==> config.mk <==
export PLATFORM = sky130hd
export DESIGN_NAME = wave_xfade_mux
export DESIGN_NICKNAME = d
export VERILOG_FILES = /design/src/rtl/dds_pkg.sv /design/src/rtl/xfade_blend.sv /design/src/rtl/wave_xfade_mux.sv
export SDC_FILE = /design/constraint.sdc
export NUM_CORES = 1
export LEC_CHECK = 0
export CAP_MARGIN = 10
export CORE_MARGIN = 2
export CORE_UTILIZATION = 35
export CTS_CLUSTER_SIZE = 14
export DETAILED_ROUTE_END_ITERATION = 10
export PLACE_DENSITY = 0.81
export SYNTH_ARGS = -nofsm -noshare
export SYNTH_HDL_FRONTEND = slang
export SYNTH_SLANG_ARGS = --single-unit
==> constraint.sdc <==
create_clock -name clk -period 1.31 [get_ports clk]
set_clock_uncertainty 0.05 [all_clocks]
set_input_delay 0.1965 -clock clk [delete_from_list [all_inputs] [get_ports clk]]
set_output_delay 0.1965 -clock clk [all_outputs]
set_load 0.01 [all_outputs]
==> src/rtl/dds_pkg.sv <==
// dds_pkg: shared DDS constants (waveform select codes, default sample width, crossfade state encoding)
package dds_pkg;

    localparam int SEL_SINE  = 0;
    localparam int SEL_SAW   = 1;
    localparam int SEL_PULSE = 2;
    localparam int SEL_TRI   = 3;
    localparam int SEL_NOISE = 4;
    localparam int SEL_PWM   = 5;

    localparam int DEF_M = 12;

    typedef enum logic {
        IDLE = 1'b0,
        FADE = 1'b1
    } fade_state_t;

endpackage

==> src/rtl/xfade_blend.sv <==
// xfade_blend: combinational linear crossfade y = (a*(2^K - c) + b*c) >> K, K = fade_log2, c in 1..2^K
//   a : sample faded away from (m bits)
//   b : sample faded toward (m bits)
//   c : fade position, 2^K selects b exactly (fade_log2+1 bits)
//   y : blended sample (m bits)
module xfade_blend #(
    parameter int m         = 12,
    parameter int fade_log2 = 4
) (
    input  logic [m-1:0]         a,
    input  logic [m-1:0]         b,
    input  logic [fade_log2:0]   c,
    output logic [m-1:0]         y
);

    localparam int aw = m + fade_log2;
    localparam logic [fade_log2:0] full = {1'b1, {fade_log2{1'b0}}};

    logic [fade_log2:0] inv;
    logic [aw-1:0]      acc;

    // The two weights sum to 2^K, so the sum never exceeds (2^m-1)*2^K and fits in m+K bits.
    assign inv = full - c;
    assign acc = aw'(a) * aw'(inv) + aw'(b) * aw'(c);
    assign y   = acc[aw-1:fade_log2];

endmodule

==> src/rtl/wave_xfade_mux.sv <==
// wave_xfade_mux: N-channel waveform selector with sample-synchronous crossfade on channel change
//   Build option: WAVE_XFADE_EN enables the crossfade; when undefined the selector switches directly.
//   clk       : system clock
//   rst       : synchronous active-high reset
//   sample_en : one-clock strobe per output sample; all state updates are gated by it
//   waves     : flattened channel bus, channel i = waves[i*m +: m]
//   sel       : requested channel, values >= n_ch select channel 0
//   wave      : registered output sample
//   busy      : high while a crossfade is in progress
//   cur_sel   : channel currently settled on
module wave_xfade_mux
    import dds_pkg::*;
#(
    parameter int m         = DEF_M,
    parameter int n_ch      = 6,
    parameter int fade_log2 = 4
) (
    input  logic                    clk,
    input  logic                    rst,
    input  logic                    sample_en,
    input  logic [n_ch*m-1:0]       waves,
    input  logic [$clog2(n_ch)-1:0] sel,
    output logic [m-1:0]            wave,
    output logic                    busy,
    output logic [$clog2(n_ch)-1:0] cur_sel
);

    localparam int sw = $clog2(n_ch);
    localparam logic [sw:0] n_lim = (sw+1)'(n_ch);

    // Channel table padded to a power of two so every sel code indexes a real entry.
    logic [m-1:0]  ch [2**sw];
    logic [sw-1:0] sel_eff;

    genvar i;
    generate
        for (i = 0; i < 2**sw; i++) begin : g_ch
            if (i < n_ch) begin : g_v
                assign ch[i] = waves[i*m +: m];
            end else begin : g_z
                assign ch[i] = '0;
            end
        end
    endgenerate

    assign sel_eff = ({1'b0, sel} < n_lim) ? sel : '0;

`ifdef WAVE_XFADE_EN

    localparam logic [fade_log2:0] one  = {{fade_log2{1'b0}}, 1'b1};
    localparam logic [fade_log2:0] full = {1'b1, {fade_log2{1'b0}}};

    fade_state_t        state;
    logic [sw-1:0]      from;
    logic [sw-1:0]      to;
    logic [fade_log2:0] cnt;
    logic [fade_log2:0] cnt_nx;
    logic [sw-1:0]      a_sel;
    logic [sw-1:0]      b_sel;
    logic [fade_log2:0] c;
    logic [m-1:0]       mix;

    // One blender serves both the first fade step (from IDLE) and the later steps.
    assign cnt_nx = cnt + one;
    assign a_sel  = (state == IDLE) ? cur_sel : from;
    assign b_sel  = (state == IDLE) ? sel_eff : to;
    assign c      = (state == IDLE) ? one : cnt_nx;

    xfade_blend #(
        .m        (m),
        .fade_log2(fade_log2)
    ) u_blend (
        .a(ch[a_sel]),
        .b(ch[b_sel]),
        .c(c),
        .y(mix)
    );

    always_ff @(posedge clk) begin
        if (rst) begin
            state   <= IDLE;
            wave    <= '0;
            busy    <= 1'b0;
            cur_sel <= '0;
            from    <= '0;
            to      <= '0;
            cnt     <= '0;
        end else if (sample_en) begin
            if (state == IDLE) begin
                if (sel_eff == cur_sel) begin
                    wave <= ch[cur_sel];
                end else begin
                    from  <= cur_sel;
                    to    <= sel_eff;
                    cnt   <= one;
                    state <= FADE;
                    busy  <= 1'b1;
                    wave  <= mix;
                end
            end else begin
                cnt  <= cnt_nx;
                wave <= mix;
                if (cnt_nx == full) begin
                    state   <= IDLE;
                    busy    <= 1'b0;
                    cur_sel <= to;
                end
            end
        end
    end

`else

    assign busy = 1'b0;

    always_ff @(posedge clk) begin
        if (rst) begin
            wave    <= '0;
            cur_sel <= '0;
        end else if (sample_en) begin
            wave    <= ch[sel_eff];
            cur_sel <= sel_eff;
        end
    end

`endif

endmodule

* Yosys cells after proc, flatten, opt, wreduce, memory -nomap -nowiden
Cells that the tools add are included.
** Word-level totals
- Register bits after elaboration :: 15
- Output and inout port bits :: 16
** Cells by class
- Magnitude comparators :: 2
- Mux-type cells :: 4
- Bitwise gates (word level) :: 1
** Operators by type and width (number)
- 12-bit binary-select mux with 3-bit select :: 1
- 12-bit two-way mux :: 2
- 4-bit greater-or-equal comparator (second input constant) :: 1
- 3-bit inverter with 4-bit output :: 1
- 3-bit < comparator (second input constant) :: 1
- 3-bit two-way mux :: 1

* Depth between registers and ports, before layout
- Word-level depth :: 6
- Mapped depth :: 5
- Depth with buffers taken out :: 3

* Worst setup path after synthesis
OpenSTA, ideal clock, no wires.
- Path type :: input -> register
- From :: input sel[0]
- To :: register wave[10]
- Setup time :: 115 ps
- Data arrival time :: 946 ps
- Setup slack :: 199 ps
- Cell stages on the path :: 5
- Path through :: buf_6 buf_12 mux2i_1 o221ai_1 o21a_1
** Between the ends
- Longest elaborated chain between the ends :: 6
** RTL lines
- from (decl) :: RTL line wave_xfade_mux.sv:22 : input logic [$clog2(n_ch)-1:0] sel,
- 3-bit < comparator :: RTL line wave_xfade_mux.sv:46 : assign sel_eff = ({1'b0, sel} < n_lim) ? sel : '0;
- 3-bit two-way mux (*) :: RTL line wave_xfade_mux.sv:46
- 3-bit inverter with 4-bit output (implied by the code) (*) :: RTL line wave_xfade_mux.sv:121 : wave <= ch[sel_eff];
- 12-bit binary-select mux with 3-bit select (*) :: RTL line wave_xfade_mux.sv:121
- 12-bit two-way mux (implied by the code) (*) (2 in a row) :: RTL line wave_xfade_mux.sv:121
- to (signal assigned) :: RTL line wave_xfade_mux.sv:121
- to (decl) :: RTL line wave_xfade_mux.sv:23 : output logic [m-1:0] wave,
Mark *: on every way between the ends. The rest lies on a longest branch, timed or not. The select of a mux whose other input is x is not followed.
A chain may end at the register's enable or synchronous reset.

* Final worst setup path
- From :: input sel[2]
- To :: register wave[8]
Same word-level chain as after synthesis.

==> results.sh <==
export IMPL_outcome="complete, no violations"
export IMPL_fin_area_sq_um=2390
export IMPL_post_route_period_util_pct=94.3
export IMPL_crit_family="buffers and inverters"
export IMPL_final_net_count=327
export IMPL_drc=0
export IMPL_grt_pass1_vias=1544
export IMPL_dpl_hpwl_um=3380
export IMPL_required_ns=1.41
export IMPL_final_cell_mix="clkdlybuf4s50_1 (75), mux2i_1 (36), nor2_1 (25)"
export IMPL_ant_nets=0
export IMPL_total_power_uw=1520
export IMPL_min_path_type="in2reg"
export IMPL_num_vias=1458
export IMPL_path_clk_slew_ns=0.07
export IMPL_overflow=0
export IMPL_crit_chain="clkdlybuf4s50_1 -> nand2b_1 -> buf_4 -> o221ai_1 -> o21a_1"
export IMPL_n_fill_cell=323
export IMPL_drive_gt1_share_pct=12.9
export IMPL_hold_viol_final=0
export IMPL_critical_path_buf_inv_count=2
export IMPL_drtPass1Iterations=4
export IMPL_slew_viol_final=0
export IMPL_ios=94
export IMPL_p_leak_uw=0.00103
export IMPL_root_buffer="clkbuf_8"
export IMPL_syn_to_final_growth_pct=78.8
export IMPL_switchingPower_uw=421
export IMPL_yosys_area_share_simple_pct=15.3
export IMPL_multi_input_area_sq_um=921
export IMPL_clk_latency_ns=0.25
export IMPL_switching_share_pct=27.8
export IMPL_rsz0062_at_grt="no"
export IMPL_power_density_nw_per_um2=634
export IMPL_clock_sinks=15
export IMPL_cp_max_fo=5
export IMPL_syn_inst=152
export IMPL_p_clk_share_pct=25.2
export IMPL_min_period_ns=1.23
export IMPL_die_area_sq_um=4330
export IMPL_core_area_sq_um=3660
export IMPL_htree_levels=1
export IMPL_cts_buffer_depth=2
export IMPL_ys_seq_area_share_pct=22.5
export IMPL_tns_ns=0
export IMPL_whs_ns=0.393
export IMPL_grt_max_degree=21
export IMPL_cp_start_kind="input pin"
export IMPL_seqCellArea_sq_um=300
export IMPL_detail_route_wirelength_um=4150
export IMPL_io_buffers=92
export IMPL_cts_buffers=3
export IMPL_setup_violations=0
export IMPL_synth_distinct_cells=22
export IMPL_wl_per_cell_um=14.0
export IMPL_cts_hold_buffers=0
export IMPL_gp_congestion=0.723
export IMPL_die_w_um=65.8
export IMPL_yosys_warnings=0
export IMPL_drt_iter0_markers=45
export IMPL_syn_num_nets=230
export IMPL_antenna_found_initial=0
export IMPL_synth_adder_area_share_pct=0
export IMPL_rows=22
export IMPL_final_common_cell="clkdlybuf4s50_1"
export IMPL_internal_power_uw=1100
export IMPL_synth_compound_area_share_pct=25.8
export IMPL_p_comb_share_pct=41.3
export IMPL_fmax_mhz=810
export IMPL_start_util_pct=36.5
export IMPL_cp_slowest_cell="clkdlybuf4s50_1"
export IMPL_arrival_ns=1.33
export IMPL_end_kind="flip-flop"
export IMPL_syn_cell_area_sq_um=1340
export IMPL_cp_slowest_stage_delay_ns=0.49
export IMPL_synth_xor_xnor_area_share_pct=0
export IMPL_grt_total_usage_pct=20.1
export IMPL_max_cap_violations=0
export IMPL_avgSynthCellArea_sq_um=8.80
export IMPL_place_area_sq_um=2340
export IMPL_die_y_um=65.8
export IMPL_muxShareOfSynthArea_pct=26.9
export IMPL_vdd_drop_max_mv=0.350
export IMPL_grt_pass1_wl_um=6890
export IMPL_cts_tree="done"
export IMPL_post_drt_via_cell_ratio=4.93
export IMPL_critPathKind="in2reg"
export IMPL_antenna_cells=0
export IMPL_ys_seq_elements=15
export IMPL_synth_top_family_by_area="multiplexers"
export IMPL_pwr_share_seq_pct=33.5
-- state kept, by name, indices dropped and copies added, names as in the netlist --
signal   cells
wave        12
cur_sel      3
-- synthesized netlist by cell type (all sizes together) --
cell type / number / area [sq um]
dfxtp: 15 / 300
buf: 13 / 108
inv: 2 / 7.50
conb: 1 / 3.75
clkbuf: 2 / 7.51
mux2i: 36 / 360
o221ai: 12 / 105
nand3: 2 / 10.0
nand2: 3 / 11.3
nand2b: 1 / 6.26
and3b: 1 / 8.76
nor2: 25 / 93.8
o21a: 12 / 90.1
a211oi: 12 / 135
nor2b: 12 / 75.1
a21oi: 3 / 15.0
-- cell type report --
type	count	area share, %
Sequential cell	15	12.6
Inverter	2	0.419
Clock buffer	3	1.73
Tap cell	48	2.51
Timing Repair Buffer	107	44.1
Clock inverter	1	0.209
Multi-Input combinational cell	120	38.5
-- path summary, 6_finish.rpt --
path | start | end | slack (ns) | cells past startpoint
worst max register to register | wave[4] | wave[4] | 0.48 | 3
worst min-delay path | sel[0] | cur_sel[0] | 0.39 | 4
worst max-delay path | sel[2] | wave[8] | 0.08 | 5
worst min register to register | cur_sel[1] | cur_sel[1] | 0.43 | 2
-- per-layer routing --
metal	share of wire, %	wire [um]	track usage (%)	vias up
li1	-	-	-	746
met1	42	1740	24.9	659
met2	51	2100	35.1	47
met3	6.3	260	4.09	6
met4	1.4	57	5.47	0
met5	0	0	0	-
-- through the flow --
| step | util [%] | worst slack, ns | cells |
|---|---|---|---|
| after floorplan | - | 0.199 | 152 |
| after global placement | 63.9 | -0.228 | 291 |
| after detailed placement | 63.9 | -0.296 | 291 |
| after CTS | 65.0 | 0.0421 | 296 |
| after global routing | 65.3 | 0.00619 | 296 |
| final | 65.3 | 0.0751 | 296 |
-- timing repair --
action                     4_1_cts  5_1_grt
pin swaps                        0        1
gates resized for setup         17        5
setup endpoints to repair       18        4
setup buffers                    1        0
-- cell families after synthesis --
group | Yosys count
AOI/OAI and AO/OA | 39
buffers and inverters | 17
DFF | 15
muxes | 36
other | 1
and+or+nand+nor | 44
-- power groups by stage --
stage	sequential (uW)	clock (uW)	combinational, uW
5_1_grt	512	406	682
4_1_cts	508	393	628
3_3_place_gp	519	0	638
3_5_place_dp	519	0	649
6_report	508	381	627
2_1_floorplan	535	0	268
-- worst register-to-register path: stages (launching register included) --
cell	delay (ns)
dfxtp_1	0.34
nor2_1	0.05
a211oi_2	0.20
o21a_1	0.14
No activity file was read; power rests on OpenSTA's default activity.
